`config.mk`:
```
export PLATFORM = sky130hd
export DESIGN_NAME = tube_scan_ctrl
export DESIGN_NICKNAME = d
export VERILOG_FILES = /design/src/rtl/tube_pkg.sv /design/src/rtl/tube_hex2seg.sv /design/src/rtl/tube_scan_ctrl.sv
export SDC_FILE = /design/constraint.sdc
export NUM_CORES = 1
export LEC_CHECK = 0
export CAP_MARGIN = 20
export CORE_ASPECT_RATIO = 0.7
export CORE_MARGIN = 4
export CORE_UTILIZATION = 55
export CTS_BUF_LIST = sky130_fd_sc_hd__clkbuf_16
export DETAILED_ROUTE_END_ITERATION = 10
export MAX_ROUTING_LAYER = met4
export PLACE_DENSITY_LB_ADDON = 0.12
export REMOVE_ABC_BUFFERS = 1
export SKIP_LAST_GASP = 1
export SLEW_MARGIN = 20
export SYNTH_ARGS = -nofsm -noshare
export SYNTH_HDL_FRONTEND = slang
export SYNTH_SLANG_ARGS = --single-unit
```
`constraint.sdc`:
```
create_clock -name clk -period 4.6 [get_ports clk]
set_input_delay 1.15 -clock clk [delete_from_list [all_inputs] [get_ports clk]]
set_output_delay 1.15 -clock clk [all_outputs]
set_load 0.01 [all_outputs]
```
`src/rtl/tube_pkg.sv`:
```
// rtl/tube_pkg.sv - shared state encoding, segment table and default timing for the tube scanner
package tube_pkg;

    typedef enum logic [1:0] {
        ST_OFF  = 2'd0,
        ST_SHOW = 2'd1,
        ST_GAP  = 2'd2
    } tube_state_t;

    localparam int DEF_NUM_DIGITS  = 8;
    localparam int DEF_SCAN_CNTMAX = 24999;
    localparam int DEF_GAP_CNTMAX  = 499;

    // Active-high {g,f,e,d,c,b,a}, indexed by hex value (element 15 listed first).
    localparam logic [15:0][6:0] HEX_SEG = {
        7'h71, 7'h79, 7'h5E, 7'h39, 7'h7C, 7'h77, 7'h6F, 7'h7F,
        7'h07, 7'h7D, 7'h6D, 7'h66, 7'h4F, 7'h5B, 7'h06, 7'h3F
    };

endpackage

```
`src/rtl/tube_hex2seg.sv`:
```
// rtl/tube_hex2seg.sv - combinational hex nibble to active-low segment pattern with dp and blanking
module tube_hex2seg
    import tube_pkg::*;
(
    input  logic [3:0] nibble,
    input  logic       dp,
    input  logic       blank,
    output logic [7:0] seg_n
);

    // A blanked digit is fully dark, decimal point included.
    assign seg_n = blank ? 8'hFF : {~dp, ~HEX_SEG[nibble]};

endmodule

```
`src/rtl/tube_scan_ctrl.sv`:
```
// rtl/tube_scan_ctrl.sv - multiplexed 7-segment scanner with anti-ghost gaps and tear-free updates
module tube_scan_ctrl
    import tube_pkg::*;
#(
    parameter int NUM_DIGITS  = DEF_NUM_DIGITS,
    parameter int SCAN_CNTMAX = DEF_SCAN_CNTMAX,
    parameter int GAP_CNTMAX  = DEF_GAP_CNTMAX
) (
    input  logic        clk,
    input  logic        rst_n,
    input  logic        en,
    input  logic        wr_valid,
    input  logic [31:0] wr_data,
    input  logic [7:0]  wr_dp,
    input  logic [7:0]  wr_blank,
    output logic        wr_ready,
    output logic [7:0]  seg_n,
    output logic [7:0]  sel_n,
    output logic        frame_done
);

    localparam int CNT_MAX = (SCAN_CNTMAX > GAP_CNTMAX) ? SCAN_CNTMAX : GAP_CNTMAX;
    localparam int CNT_W   = (CNT_MAX > 0) ? $clog2(CNT_MAX + 1) : 1;
    localparam logic [CNT_W-1:0] SCAN_LIM = CNT_W'(SCAN_CNTMAX);
    localparam logic [CNT_W-1:0] GAP_LIM  = CNT_W'(GAP_CNTMAX);
    localparam logic [CNT_W-1:0] CNT_ONE  = CNT_W'(1);
    localparam logic [2:0]       LAST_IDX = 3'(NUM_DIGITS - 1);

    tube_state_t      state, state_nxt;
    logic [2:0]       idx, idx_nxt;
    logic [CNT_W-1:0] cnt, cnt_nxt;
    logic             fd_nxt;

    logic             pend_full;
    logic [31:0]      pend_data;
    logic [7:0]       pend_dp;
    logic [7:0]       pend_blank;

    logic [31:0]      disp_data, disp_data_n;
    logic [7:0]       disp_dp, disp_dp_n;
    logic [7:0]       disp_blank, disp_blank_n;

    logic             accept;
    logic             commit;
    logic [7:0]       sel_dec;
    logic [7:0]       dec_seg_n;

    assign wr_ready = !pend_full;
    assign accept   = wr_valid && !pend_full;

    always_comb begin
        state_nxt = state;
        idx_nxt   = idx;
        cnt_nxt   = cnt;
        fd_nxt    = 1'b0;
        if (!en) begin
            state_nxt = ST_OFF;
            idx_nxt   = 3'd0;
            cnt_nxt   = '0;
        end else begin
            case (state)
                ST_OFF: begin
                    state_nxt = ST_SHOW;
                    idx_nxt   = 3'd0;
                    cnt_nxt   = '0;
                end
                ST_SHOW: begin
                    if (cnt >= SCAN_LIM) begin
                        state_nxt = ST_GAP;
                        cnt_nxt   = '0;
                    end else begin
                        cnt_nxt = cnt + CNT_ONE;
                    end
                end
                ST_GAP: begin
                    if (cnt >= GAP_LIM) begin
                        state_nxt = ST_SHOW;
                        cnt_nxt   = '0;
                        if (idx >= LAST_IDX) begin
                            idx_nxt = 3'd0;
                            fd_nxt  = 1'b1;
                        end else begin
                            idx_nxt = idx + 3'd1;
                        end
                    end else begin
                        cnt_nxt = cnt + CNT_ONE;
                    end
                end
                default: begin
                    state_nxt = ST_OFF;
                    idx_nxt   = 3'd0;
                    cnt_nxt   = '0;
                end
            endcase
        end
    end

    // Pending data only reaches the display between frames, so a frame never mixes old and new digits.
    assign commit       = pend_full && ((state == ST_OFF) || fd_nxt);
    assign disp_data_n  = commit ? pend_data  : disp_data;
    assign disp_dp_n    = commit ? pend_dp    : disp_dp;
    assign disp_blank_n = commit ? pend_blank : disp_blank;

    // Decode from next-state values so pins are loaded on the very edge the slot starts.
    tube_hex2seg u_hex2seg (
        .nibble (disp_data_n[{idx_nxt, 2'b00} +: 4]),
        .dp     (disp_dp_n[idx_nxt]),
        .blank  (disp_blank_n[idx_nxt]),
        .seg_n  (dec_seg_n)
    );

    always_comb begin
        sel_dec = 8'hFF;
        for (int i = 0; i < 8; i++) begin
            if ((i < NUM_DIGITS) && (idx_nxt == 3'(i))) begin
                sel_dec[i] = 1'b0;
            end
        end
    end

    always_ff @(posedge clk or negedge rst_n) begin
        if (!rst_n) begin
            state      <= ST_OFF;
            idx        <= 3'd0;
            cnt        <= '0;
            sel_n      <= 8'hFF;
            seg_n      <= 8'hFF;
            frame_done <= 1'b0;
            pend_full  <= 1'b0;
            pend_data  <= '0;
            pend_dp    <= '0;
            pend_blank <= 8'hFF;
            disp_data  <= '0;
            disp_dp    <= '0;
            disp_blank <= 8'hFF;
        end else begin
            state      <= state_nxt;
            idx        <= idx_nxt;
            cnt        <= cnt_nxt;
            frame_done <= fd_nxt;
            if (state_nxt == ST_SHOW) begin
                sel_n <= sel_dec;
                seg_n <= dec_seg_n;
            end else begin
                sel_n <= 8'hFF;
                seg_n <= 8'hFF;
            end
            if (accept) begin
                pend_full  <= 1'b1;
                pend_data  <= wr_data;
                pend_dp    <= wr_dp;
                pend_blank <= wr_blank;
            end else if (commit) begin
                pend_full <= 1'b0;
            end
            disp_data  <= disp_data_n;
            disp_dp    <= disp_dp_n;
            disp_blank <= disp_blank_n;
        end
    end

endmodule

```
* Word level (Yosys, flattened, before mapping)
Memories as Yosys holds them, arrays and structs flattened. Cells that the tools add are included.
Storage, ports and cells: memories kept 1, word-level logic and storage cells 78, bits in read-only memories 112, register bits 134, output and inout bits 18
Cells by class: bitwise operators 2, mux-type cells 37, equality and inequality tests 10, $lt $le $gt $ge 5, shift operators 1, add/subtract/negate cells 2, reduce and logical (&&, ||, !) cells 7
Memory list:
- (no name shown) | words 16, width 7, read ports 1, clocked after Yosys merged registers in 0, wr ports 0, line tube_hex2seg.sv:12 | assign seg_n = blank ? 8'hFF : {~dp, ~HEX_SEG[nibble]};
Operators by type and width (count):
- two-way mux 15 bit | 3
- two-way mux 8 bit | 5
- two-way mux 32 bit | 1
- indexed part select 32 x 6 -> 4 bit | 1
- case mux 15 bit (2 select lines) | 1
- two-way mux 1 bit | 16
- adder 15 x 1 -> 15 bit (second input constant) | 1
- >= comparator 15 bit (second input constant) | 1
- >= comparator 15 x 9 -> 1 bit (second input constant) | 1
- equality test 3 bit (second input constant) | 4
- two-way mux 3 bit | 3
- two-way mux 7 bit | 1
- inverter 7 bit | 1
- binary-select mux 1 bit (select 3 bit) | 2
- equality test 3 x 2 -> 1 bit (second input constant) | 2
- two-way mux 2 bit | 3
- case mux 2 bit (3 select lines) | 1
- case mux 3 bit (2 select lines) | 1
- less-than comparator 4 x 5 -> 1 bit (second input constant) | 1
- equality test 2 x 1 -> 1 bit (second input constant) | 2
- less-than comparator 3 x 4 -> 1 bit (second input constant) | 1
- adder 3 x 1 -> 3 bit (second input constant) | 1
- equality test 3 x 1 -> 1 bit (second input constant) | 1
- >= comparator 3 bit (second input constant) | 1
- other kinds (8) | 9

* Longest topological paths before layout
Gate-level depths: netlist of the first run.
word-level depth 14, mapped depth 16, depth with buffers taken out 15

* Cells and area by module
Synthesis of the first run repeated with hierarchy kept, for this count alone.
Second synthesis, totals: cell total of the unflattened synthesis 470, area total of the unflattened synthesis 6054.6 sq um
Modules (own cells, without submodules):
- tube_scan_ctrl | cells each 436, seq. area each 3393.3 sq um, area an instance 5789.3 sq um, times used 1
- tube_hex2seg | cells each 34, seq. area each 0.0 sq um, area an instance 265.3 sq um, times used 1

* Worst setup path after synthesis of the first run
OpenSTA, ideal clock, no wires.
path type register to register, start point reg cnt[0], end point reg seg_n[3], path buffers 2, required time 4.521 ns, stages on the path, launching flop included 15, clock period less this slack 3.627 ns, setup slack 0.973 ns, arrival time 3.548 ns, cell sequence dfrtp_1 -> ha_1 -> a2111oi_4 -> o311ai_4 -> a32oi_2 -> buf_6 -> buf_8 -> mux2_2 -> a221oi_1 -> a22o_1 -> inv_1 -> ha_1 -> mux2_2 -> mux2i_1 -> nand2_1
On the way: cells in the longest elaborated chain, start to end 13, elaborated cells between the ends (all ways) 25
Ends and longest elaborated chain:
- start: declaration | line tube_scan_ctrl.sv:31 | logic [CNT_W-1:0] cnt, cnt_nxt;
- start signal: assignment | line tube_scan_ctrl.sv:139 | cnt <= cnt_nxt;
- >= comparator 15 x 9 -> 1 bit | line tube_scan_ctrl.sv:76 | if (cnt >= GAP_LIM) begin
- two-way mux 1 bit | line tube_scan_ctrl.sv:76
- two-way mux 1 bit | line tube_scan_ctrl.sv:61 | case (state)
- two-way mux 1 bit | line tube_scan_ctrl.sv:56 | if (!en) begin
- logical OR 1 bit | line tube_scan_ctrl.sv:99 | assign commit = pend_full && ((state == ST_OFF) || fd_nxt);
- logical AND 1 bit | line tube_scan_ctrl.sv:99
- two-way mux 32 bit | line tube_scan_ctrl.sv:100 | assign disp_data_n = commit ? pend_data : disp_data;
- via disp_data_n[13] | line tube_scan_ctrl.sv:39 | logic [31:0] disp_data, disp_data_n;
- indexed part select 32 x 6 -> 4 bit | line tube_scan_ctrl.sv:106 | .nibble (disp_data_n[{idx_nxt, 2'b00} +: 4]),
- memory (16 x 7 bit)
- two-way mux 7 bit (implied by the code) | line tube_hex2seg.sv:12
- inverter 7 bit | line tube_hex2seg.sv:12
- two-way mux 8 bit | line tube_hex2seg.sv:12
- two-way mux 8 bit | line tube_scan_ctrl.sv:141 | if (state_nxt == ST_SHOW) begin
- end signal: assignment | line tube_scan_ctrl.sv:143 | seg_n <= dec_seg_n;
- end: declaration | line tube_scan_ctrl.sv:17 | output logic [7:0] seg_n,
The timed path passes the listed nets, and every way through them passes these cells. The select of a mux whose other input is x is not followed. A chain may end at the register's enable or synchronous reset.

* Final worst setup path of the first run
Same ends and word-level chain as after synthesis.

==> results of run 1 <==
power by group:
group | switching [mW] | internal (mW)
Sequential | 0.137 | 1.58
Combinational | 0.453 | 0.503
Clock | 0.495 | 0.843
Total | 1.09 | 2.92
synth_stat cells (3+ instances only):
cell type | number | share of area
ha_1 | 13 | 0.027
nand2_1 | 17 | 0.011
and3_1 | 7 | 0.0072
o221ai_1 | 3 | 0.0043
o22ai_1 | 3 | 0.0031
dfstp_2 | 32 | 0.14
mux2i_1 | 8 | 0.013
nor2b_1 | 5 | 0.0052
nand2b_1 | 3 | 0.0031
nand3_1 | 11 | 0.0091
o21ai_0 | 3 | 0.0025
mux2_2 | 88 | 0.16
xor2_1 | 7 | 0.010
buf_6 | 5 | 0.0093
clkbuf_1 | 8 | 0.0050
dfrtp_1 | 102 | 0.42
mux2_4 | 3 | 0.0074
o211ai_1 | 5 | 0.0062
xnor2_1 | 5 | 0.0072
a22oi_1 | 4 | 0.0050
inv_1 | 14 | 0.0087
nor2_1 | 28 | 0.017
a221oi_1 | 6 | 0.0087
a21oi_1 | 5 | 0.0041
a31oi_1 | 4 | 0.0041
flip-flops by register name, indices dropped and copies added (netlist names):
name        flops
cnt            15
disp_blank      8
disp_data      32
disp_dp         8
frame_done      1
idx             3
pend_blank      8
pend_data      32
pend_dp         8
pend_full       1
seg_n           8
sel_n           8
state           2
tightest hold or removal path: stages, from the launching register on:
cell and delay (ns):
dfrtp_1 0.33, mux2i_1 0.08, inv_1 0.05
cell type report:
| class | count | area [um^2] | area share |
|---|---|---|---|
| Clock buffer | 17 | 425 | 0.0569 |
| Inverter | 16 | 60.1 | 0.00803 |
| Sequential cell | 134 | 3390 | 0.454 |
| Tap cell | 148 | 185 | 0.0248 |
| Multi-Input combinational cell | 279 | 2500 | 0.334 |
| Timing Repair Buffer | 75 | 758 | 0.101 |
| Clock inverter | 15 | 161 | 0.0216 |
cell families (layout without fill, tap and decap cells):
kind of cell	Yosys count	after routing	share of synthesized area
and+or+nand+nor	88	88	0.0775
buffers and inverters	34	123	0.0306
muxes	101	101	0.188
adders and majority gates	13	13	0.0269
AOI/OAI and AO/OA	65	65	0.0996
DFF	134	134	0.560
xor gates and xnor gates	12	12	0.0174
metrics by stage:
stage	setup TNS [ns]	util	total power, mW	hold WS, ns
2_1_floorplan	-0.376	-	2.36	0.451
3_3_place_gp	0	0.653	2.62	0.468
3_5_place_dp	0	0.653	2.68	0.478
4_1_cts	0	0.709	4.04	0.491
5_1_grt	0	0.709	4.22	0.516
6_report	0	0.709	4.01	0.490
layer usage:
layer | wire length (um) | GRT usage
met1 | 6350 | 0.313
met2 | 5430 | 0.308
met3 | 480 | 0.0538
met4 | 133 | 0.0745
met5 | 0 | -
worst paths after layout:
path / start / end / slack (ns) / depth (start not counted)
worst min-delay path: disp_data[7] / disp_data[7] / 0.49 / 2
worst min register to register: disp_data[7] / disp_data[7] / 0.49 / 2
min in group asynchronous: rst_n / cnt[7] / 0.82 / 1
max in group asynchronous: rst_n / pend_blank[4] / 2.91 / 2
worst max-delay path: cnt[0] / seg_n[3] / 0.52 / 13
worst max register to register: cnt[0] / seg_n[3] / 0.52 / 13
==> impl_results.md, run 1 <==
* Initial Util at 0.574
* Dpl cells at about 650
* Largest stage delay, worst path at 0.46 ns
* Number of enable flip-flop cells after synthesis at 0
* Largest net degree at the start of global routing at 72
* CP Data Arrival Time at about 4.4 ns
* Fill count at between 700 and 800
* Commonest non-fill, non-tap cells in the layout: 102 x dfrtp_1, 88 x mux2_2, 68 x clkdlybuf4s50_1
* Ys async rst share at 1.00
* Place WS at 0.194 ns
* Non-Filler Instances at about 680
* Synth-to-layout area growth at 23.5%
* Num Clock Sinks at between 100 and 150
* Status: complete, no violations
* Vias in the first global route at about 4000
* Critical Path End Type: register
* TritonCTS buffer count at 17
* Row count at 31
* Routed vias at 3806
* Crit-path slowest cell: dfrtp_1
* Diodes inserted at 0
* Iteration-0 DRC count of the detailed router at slightly below 200
* Die Ht at 95.8 um
* Cell-by-cell listing of the critical path: ha_1 > a2111oi_4 > o311ai_4 > a32oi_4 > buf_12 > mux2_2 > a221oi_1 > a22o_1 > inv_1 > ha_1 > mux2_2 > mux2i_1 > nand2_1
* Leakage at roughly 3.1 nW
* H-tree depth at 4
* # Post-CTS Setup Buffers at 0
* Port buffer count at 69
* Post-Syn Instances at 447
* Rel. slew slack at 0.455
* Longest Clk Path Bufs at 2
* Remaining routing DRC violations at 0
* Final instance area at about 7500 um^2
* Post-cts resize count at 0
* Bufs and invs on worst path at 2
* Die X-Extent at 133 um
* Post-synth cell types at 69
* # IOs at 70
* Tmin final at 4.08 ns
* Peak fanout along the critical path at 48
* Antenna violations before repair at 0
* Synthesis-stage register bit count at 134
* CP required at 4.93 ns
* Slew Limit Fails at 0
* RSZ-0062 raised after global routing: false
* Largest delay contributor family on the critical path: compound AO/OA/AOI/OAI gates
* Hpwl dp at roughly 8500 um
* Final setup viols at 0
* Core area at around 11000 um^2
* Clk_skew at ~0.0094 ns
* Seq/Total Area, Yosys at 0.560
* CTS tree: built
* Max Cap Violations at 0
* Post-Syn Area at 6060 um^2
* Average cell area after synthesis at 13.6 um^2
* PwrDens at 536 nW/um^2
* Warnings, synthesis at 0
* ANT nets after route at 0
* Peak Freq at 245 MHz
* Most common cell after layout, fill and taps aside: dfrtp_1
* Period utilization at 0.886
* Slew @ Worst Pin at 0.817 ns
* Vias per cell at about 5.6
* Gpl congestion at about 0.84
* Die area at 12800 um^2
* CTS Hold Bufs at 0
* Final WL at 12400 um
* Final nets at 588
* Clock transition at path regs at 0.06 ns
* Hold crit path type: reg -> reg
* Crit Path Category: reg -> reg
* IR drop worst, VDD at 0.324 mV
* First-pass GRT wire length at slightly above 20000 um
* Final hold violations at 0
* Clk root buf: clkbuf_16
* DP Area at between 6000 and 7000 um^2
* Worst-Skew Late Latency at 0.41 ns
* Gr usage total at 0.219
* Setup crit start kind: register
* Overflow after GRT at 0
* Final worst slack at 0.525 ns
* Post-DR wirelength/cell at 18.1 um
* First drt pass iteration count at 4
* Ratio of cells with drive above 1 in the final layout at 0.334
* Primary FF master, synth: dfrtp_1
(Power assumes the default switching activity.)
==> run 2: changes to the inputs <==
--- a/config.mk
+++ b/config.mk
@@ -10,10 +10,10 @@
 export CORE_MARGIN = 4
 export CORE_UTILIZATION = 55
 export CTS_BUF_LIST = sky130_fd_sc_hd__clkbuf_16
+export CTS_CLUSTER_DIAMETER = 150
 export DETAILED_ROUTE_END_ITERATION = 10
 export MAX_ROUTING_LAYER = met4
 export PLACE_DENSITY_LB_ADDON = 0.12
-export REMOVE_ABC_BUFFERS = 1
 export SKIP_LAST_GASP = 1
 export SLEW_MARGIN = 20
 export SYNTH_ARGS = -nofsm -noshare
==> run 2 against run 1 <==
  * First-iteration DRC count rose by 17%
  * Total power fell by 1.3%
  * Register-to-register slack barely moved
  * Flip-flop and latch count did not move
  * Worst hold slack barely moved
  * Fmax barely moved
  * Via count rose by 0.11%
  * Cell count rose by 0.44%
  * Sequential power barely moved
  * Count of clock-buffer cells in the layout did not move
==> impl_results.md, run 2 (synthesized netlist as in run 1, its figures left out) <==
* Status: complete, no violations
* Vias in the first global route at 3963 (-0.73%)
* Die Ht at 95.8 um (unchanged)
* Remaining routing DRC violations at 0 (unchanged)
* Commonest non-fill, non-tap cells in the layout: 102 x dfrtp_1, 88 x mux2_2, 68 x clkdlybuf4s50_1
* Slew Limit Fails at 0 (unchanged)
* Rel. slew slack at 0.351 (-0.104)
* # Post-CTS Setup Buffers at 0 (unchanged)
* Bufs and invs on worst path at 2 (unchanged)
* GR Util met3 at 0.0664 (+0.0125)
* Initial Util at 0.574 (unchanged)
* Post-DR wirelength/cell at 18.2 um (+0.29%)
* H-tree depth at 4 (unchanged)
* Final instance area at 7470 um^2 (-0.17%)
* Place WS at 0.225 ns (+0.0315 ns)
* Vias per cell at 5.55 (-0.33%)
* CP Data Arrival Time at 4.41 ns (about the same)
* Met2 GRT Util at 0.323 (+0.0152)
* Peak Freq at 245 MHz (about the same)
* Clk_skew at 0.00716 ns (-0.00226 ns)
* Final WL at 12500 um (+0.73%)
* PwrDens at 529 nW/um^2 (-1.2%)
* Fill count at 740 (+1.4%)
* Start point of the critical path: cnt[0]
* Core area at 10600 um^2 (unchanged)
* Largest stage delay, worst path at 0.46 ns (about the same)
* Cell-by-cell listing of the critical path: ha_1 > a2111oi_4 > o311ai_4 > a32oi_4 > buf_12 > mux2_2 > a221oi_1 > a22o_1 > inv_1 > ha_1 > mux2_2 > mux2i_1 > nand2_1
* Synth-to-layout area growth at 23.3%
* Worst Hold Launch: disp_dp[2]
* Setup crit start kind: register
* RSZ-0062 raised after global routing: false
* Port buffer count at 69 (unchanged)
* ANT nets after route at 0 (unchanged)
* First-pass GRT wire length at 20700 um (-0.10%)
* IR drop worst, VDD at 0.301 mV (-7.0%)
* Crit-path slowest cell: dfrtp_1
* Post-Syn Nets at ~510
* Final setup viols at 0 (unchanged)
* Top Registers: disp_data: 32 flops, pend_data: 32 flops, cnt: 15 flops
* Reg2reg start: cnt[0]
* Row count at 31 (unchanged)
* Largest net degree at the start of global routing at 78 (+8.3%)
* Routed vias at 3810 (+0.11%)
* DP Area at 6900 um^2 (+0.15%)
* TritonCTS buffer count at 17 (unchanged)
* Die area at 12800 um^2 (unchanged)
* CTS tree: built
* Period utilization at 0.886 (about the same)
* Peak fanout along the critical path at 40 (-17%)
* Critical Path End Type: register
* CP required at 4.93 ns (about the same)
* Worst-Skew Late Latency at 0.41 ns (about the same)
* Longest Clk Path Bufs at 2 (unchanged)
* Gpl congestion at 0.779 (-7.2%)
* First drt pass iteration count at 4 (unchanged)
* Final nets at 591 (+0.51%)
* Gr usage total at 0.217 (-0.00136)
* Most common cell after layout, fill and taps aside: dfrtp_1
* Crit Path Category: reg -> reg
* Die X-Extent at 133 um (unchanged)
* Most used routing layer: met2
* Tmin final at 4.08 ns (+0.00139 ns)
* Slew @ Worst Pin at 0.974 ns (+0.157 ns)
* Ratio of cells with drive above 1 in the final layout at 0.341 (+0.00742)
* Setup TNS at 0 ns (unchanged)
* CTS Hold Bufs at 0 (unchanged)
* Total design power at 3.95 mW (-1.3%)
* Antenna violations before repair at 0 (unchanged)
* Final hold violations at 0 (unchanged)
* Met1 usage at 0.295 (-0.0177)
* R2r setup slk at 0.52 ns (about the same)
* Clock transition at path regs at 0.06 ns (about the same)
* # IOs at 70 (unchanged)
* Post-cts resize count at 0 (unchanged)
* Diodes inserted at 0 (unchanged)
* Overflow after GRT at 0 (unchanged)
* Dpl cells at 655 (+0.46%)
* Iteration-0 DRC count of the detailed router at 229 (+17%)
* Num Clock Sinks at 134 (unchanged)
* Clk root buf: clkbuf_16
* Hpwl dp at 8550 um (+0.81%)
* Leakage at 3.11 nW (-0.20%)
* Final worst slack at 0.523 ns (-0.00139 ns)
* Max Cap Violations at 0 (unchanged)
* Non-Filler Instances at 687 (+0.44%)
* Largest delay contributor family on the critical path: compound AO/OA/AOI/OAI gates
* Hold crit path type: reg -> reg
run 2: cell types whose count changed in the layout (fill, tap and decap cells not counted), sizes merged:
cell      delta
buf          +3
bufinv       -1
clkinvlp     +3
clkinv       -1
inv          -1
run 2: per-layer routing:
| metal | routed length (um) | vias up |
|---|---|---|
| met2 | 5690 | 92 |
| met5 | 0 | - |
| met1 | 6080 | 1926 |
| li1 | - | 1783 |
| met3 | 626 | 9 |
| met4 | 90 | 0 |
run 2: power breakdown:
| part | leakage (nW) | total (mW) | internal (mW) | switching, mW |
|---|---|---|---|---|
| combinational | 1.27 | 0.947 | 0.503 | 0.443 |
| clock | 0.264 | 1.29 | 0.787 | 0.503 |
| sequential | 1.58 | 1.72 | 1.58 | 0.140 |
| total | 3.11 | 3.95 | 2.87 | 1.09 |
run 2: path summary, 6_finish.rpt:
path                                 endpoint  depth (start not counted)
min in group asynchronous              cnt[5]                          1
worst max-delay path                 seg_n[3]                         13
worst max register to register       seg_n[3]                         13
worst min register to register     disp_dp[2]                          2
worst min-delay path               disp_dp[2]                          2
max in group asynchronous       disp_data[15]                          2
run 2: metrics by stage:
stage | util | hold WS [ns]
finish | 0.708 | 0.491
global placement | 0.654 | 0.472
floorplan | - | 0.451
global route | 0.708 | 0.494
detailed placement | 0.654 | 0.476
CTS | 0.708 | 0.488
run 2: layout make-up:
cell class                 count  area, um^2  area share
sequential                   134        3390       0.454
clock inverter                15         139      0.0186
multi-input combinational    279        2500       0.334
timing repair buffer          78         768       0.103
tap                          148         185      0.0248
inverter                      16        60.1     0.00804
clock buffer                  17         425      0.0570
run 2: worst reg2reg max path, delay by kind of cell (launching register included):
family | cells | cell delay (ns)
compound gates | 5 | 1.67
mux | 3 | 0.81
fa+ha+maj | 2 | 0.60
flops | 1 | 0.46
buf+inv | 2 | 0.41
simple gates | 1 | 0.08
==> run 3: changes to the inputs <==
--- a/config.mk
+++ b/config.mk
@@ -8,11 +8,10 @@
 export CAP_MARGIN = 20
 export CORE_ASPECT_RATIO = 0.7
 export CORE_MARGIN = 4
-export CORE_UTILIZATION = 55
+export CORE_UTILIZATION = 35
 export CTS_BUF_LIST = sky130_fd_sc_hd__clkbuf_16
 export CTS_CLUSTER_DIAMETER = 150
 export DETAILED_ROUTE_END_ITERATION = 10
-export MAX_ROUTING_LAYER = met4
 export PLACE_DENSITY_LB_ADDON = 0.12
 export SKIP_LAST_GASP = 1
 export SLEW_MARGIN = 20
==> run 3 against run 2 <==
  * Setup slack improved by 0.059 ns
  * Die area increased by 53%
  * Global-route usage down 7.1 points
  * Non-clock buffer count up 2
  * First-iteration DRC count increased by 2.6%
  * Wire length up 8.9%
==> impl_results.md, run 3 (synthesized netlist as in run 1, its figures left out) <==
* Status: complete, no violations
* Reg2reg start: cnt[0]
* Largest net degree at the start of global routing at 54 (-31%)
* Clk_skew at 0.00620 ns (-0.000967 ns)
* Final nets at 593 (+0.34%)
* Peak Freq at 249 MHz (+1.5%)
* Peak fanout along the critical path at 39 (-2.5%)
* Final WL at 13600 um (+8.9%)
* Hold Crit Depth at 2 (unchanged)
* Initial Util at 0.364 (-0.210)
* Die Ht at 118 um (+23%)
* Rel. slew slack at 0.502 (+0.151)
* Post-DR wirelength/cell at 17.7 um (-2.3%)
* Int Pwr at 2.80 mW (-2.3%)
* CP Data Arrival Time at 4.36 ns (-0.05 ns)
* Period utilization at 0.873 (-0.0129)
* Reg area at 3390 um^2 (unchanged)
* Synth-to-layout area growth at 24.5%
* Comb pwr share at 0.243 (+0.003)
* Clock transition at path regs at 0.06 ns (about the same)
* Worst-Skew Late Latency at 0.42 ns (about the same)
* ANT nets after route at 0 (unchanged)
* Final setup viols at 0 (unchanged)
* Diodes inserted at 0 (unchanged)
* Fill count at 1512 (+100%)
* Hpwl dp at 9570 um (+12%)
* RSZ-0062 raised after global routing: false
* Slew @ Worst Pin at 0.748 ns (-0.226 ns)
* Final instance area at 7540 um^2 (+0.94%)
* Gr usage total at 0.147 (-0.0706)
* Row count at 39 (+26%)
* Clk root buf: clkbuf_16
* CTS tree: built
* Slew Limit Fails at 0 (unchanged)
* TritonCTS buffer count at 17 (unchanged)
* Most common cell after layout, fill and taps aside: dfrtp_1
* Ratio of cells with drive above 1 in the final layout at 0.329 (-0.0124)
* Longest Clk Path Bufs at 2 (unchanged)
* Top Registers: disp_data: 32 flops, pend_data: 32 flops, cnt: 15 flops
* End of the worst hold path: disp_dp[2]
* PwrDens at 511 nW/um^2 (-3.4%)
* Tmin final at 4.02 ns (-0.0593 ns)
* CTS Hold Bufs at 0 (unchanged)
* DP Area at 7020 um^2 (+1.6%)
* CP required at 4.94 ns (about the same)
* Max Cap Violations at 0 (unchanged)
* H-tree depth at 4 (unchanged)
* Worst Hold Launch: disp_dp[2]
* Num Clock Sinks at 134 (unchanged)
* Iteration-0 DRC count of the detailed router at 235 (+2.6%)
* Vias in the first global route at 3885 (-2.0%)
* Final hold violations at 0 (unchanged)
* Overflow after GRT at 0 (unchanged)
* Post-cts resize count at 0 (unchanged)
* First-pass GRT wire length at 21700 um (+4.7%)
* Routed vias at 3816 (+0.16%)
* Core area at 16600 um^2 (+58%)
* Sw Ratio at 0.273 (-0.00139)
* Sequential share of power at 0.442 (+0.008)
* Crit Path Category: reg -> reg
* Port buffer count at 69 (unchanged)
* Gpl congestion at 0.881 (+13%)
* IR drop worst, VDD at 0.242 mV (-20%)
* Vias per cell at 4.98 (-10%)
* # Post-CTS Setup Buffers at 0 (unchanged)
* P_sw at 1.05 mW (-3.0%)
* Worst hold slack at 0.479 ns (-0.0111 ns)
* RR Endpoint: seg_n[3]
* R2r setup slk at 0.58 ns (+0.06 ns)
* Die area at 19500 um^2 (+53%)
* Post-Syn Nets at 512 (unchanged)
* Leakage at 3.12 nW (+0.22%)
* Cells on worst reg2reg path at 13 (unchanged)
* Hold crit path type: reg -> reg
* Commonest non-fill, non-tap cells in the layout: 102 x dfrtp_1, 88 x mux2_2, 68 x clkdlybuf4s50_1
* Critical Path End Type: register
* First drt pass iteration count at 4 (unchanged)
* Remaining routing DRC violations at 0 (unchanged)
* Setup TNS at 0 ns (unchanged)
* # IOs at 70 (unchanged)
* Die X-Extent at 165 um (+24%)
* Area occupied by multi-input gates at 2500 um^2 (unchanged)
* Antenna violations before repair at 0 (unchanged)
* Power share of the clock group at 0.316 (-0.011)
* Setup crit start kind: register
run 3: worst max path at each step:
stage / end / startpoint / cells past startpoint / slack, ns
floorplan: seg_n[3] / cnt[0] / 14 / 0.97
global placement: seg_n[3] / en / 12 / 0.35
detailed placement: seg_n[3] / en / 12 / 0.27
CTS: seg_n[3] / cnt[0] / 13 / 0.58
global route: seg_n[3] / cnt[0] / 13 / 0.38
finish: seg_n[3] / cnt[0] / 13 / 0.58
run 3: cell type report:
cell class | count | share of cell area
clock inverter | 15 | 0.0129
clock buffer | 17 | 0.0564
inverter | 16 | 0.00797
sequential | 134 | 0.450
timing repair buffer | 80 | 0.104
multi-input combinational | 279 | 0.331
tap | 225 | 0.0373
run 3: critical path, stage by stage (launching register included):
cell and delay, ns:
dfrtp_1 0.46, ha_1 0.34, a2111oi_4 0.48, o311ai_4 0.24
a32oi_4 0.31, buf_12 0.27, mux2_2 0.38, a221oi_1 0.30
a22o_1 0.31, inv_1 0.11, ha_1 0.26, mux2_2 0.27
mux2i_1 0.12, nand2_1 0.06
run 3: layer usage:
metal	GRT usage	share of wire
met5	0	0
met4	0.0530	0.014
met3	0.0417	0.043
met2	0.196	0.42
met1	0.223	0.52
run 3: power by group through the flow:
| stage | Clock, mW | Combinational (mW) | Sequential (mW) |
|---|---|---|---|
| 5_1_grt | 1.31 | 1.04 | 1.73 |
| 4_1_cts | 1.25 | 0.952 | 1.71 |
| 3_3_place_gp | 0 | 0.917 | 1.72 |
| 3_5_place_dp | 0 | 0.947 | 1.72 |
| 2_1_floorplan | 0 | 0.709 | 1.68 |
| 6_report | 1.22 | 0.935 | 1.70 |
run 3: metrics by stage:
stage / setup WS (ns) / cells / power, mW / util
finish: 0.582 / 766 / 3.85 / 0.453
global route: 0.384 / 766 / 4.08 / 0.453
CTS: 0.580 / 766 / 3.91 / 0.453
detailed placement: 0.271 / 734 / 2.67 / 0.422
global placement: 0.346 / 734 / 2.63 / 0.422
floorplan: 0.973 / 447 / 2.39 / -
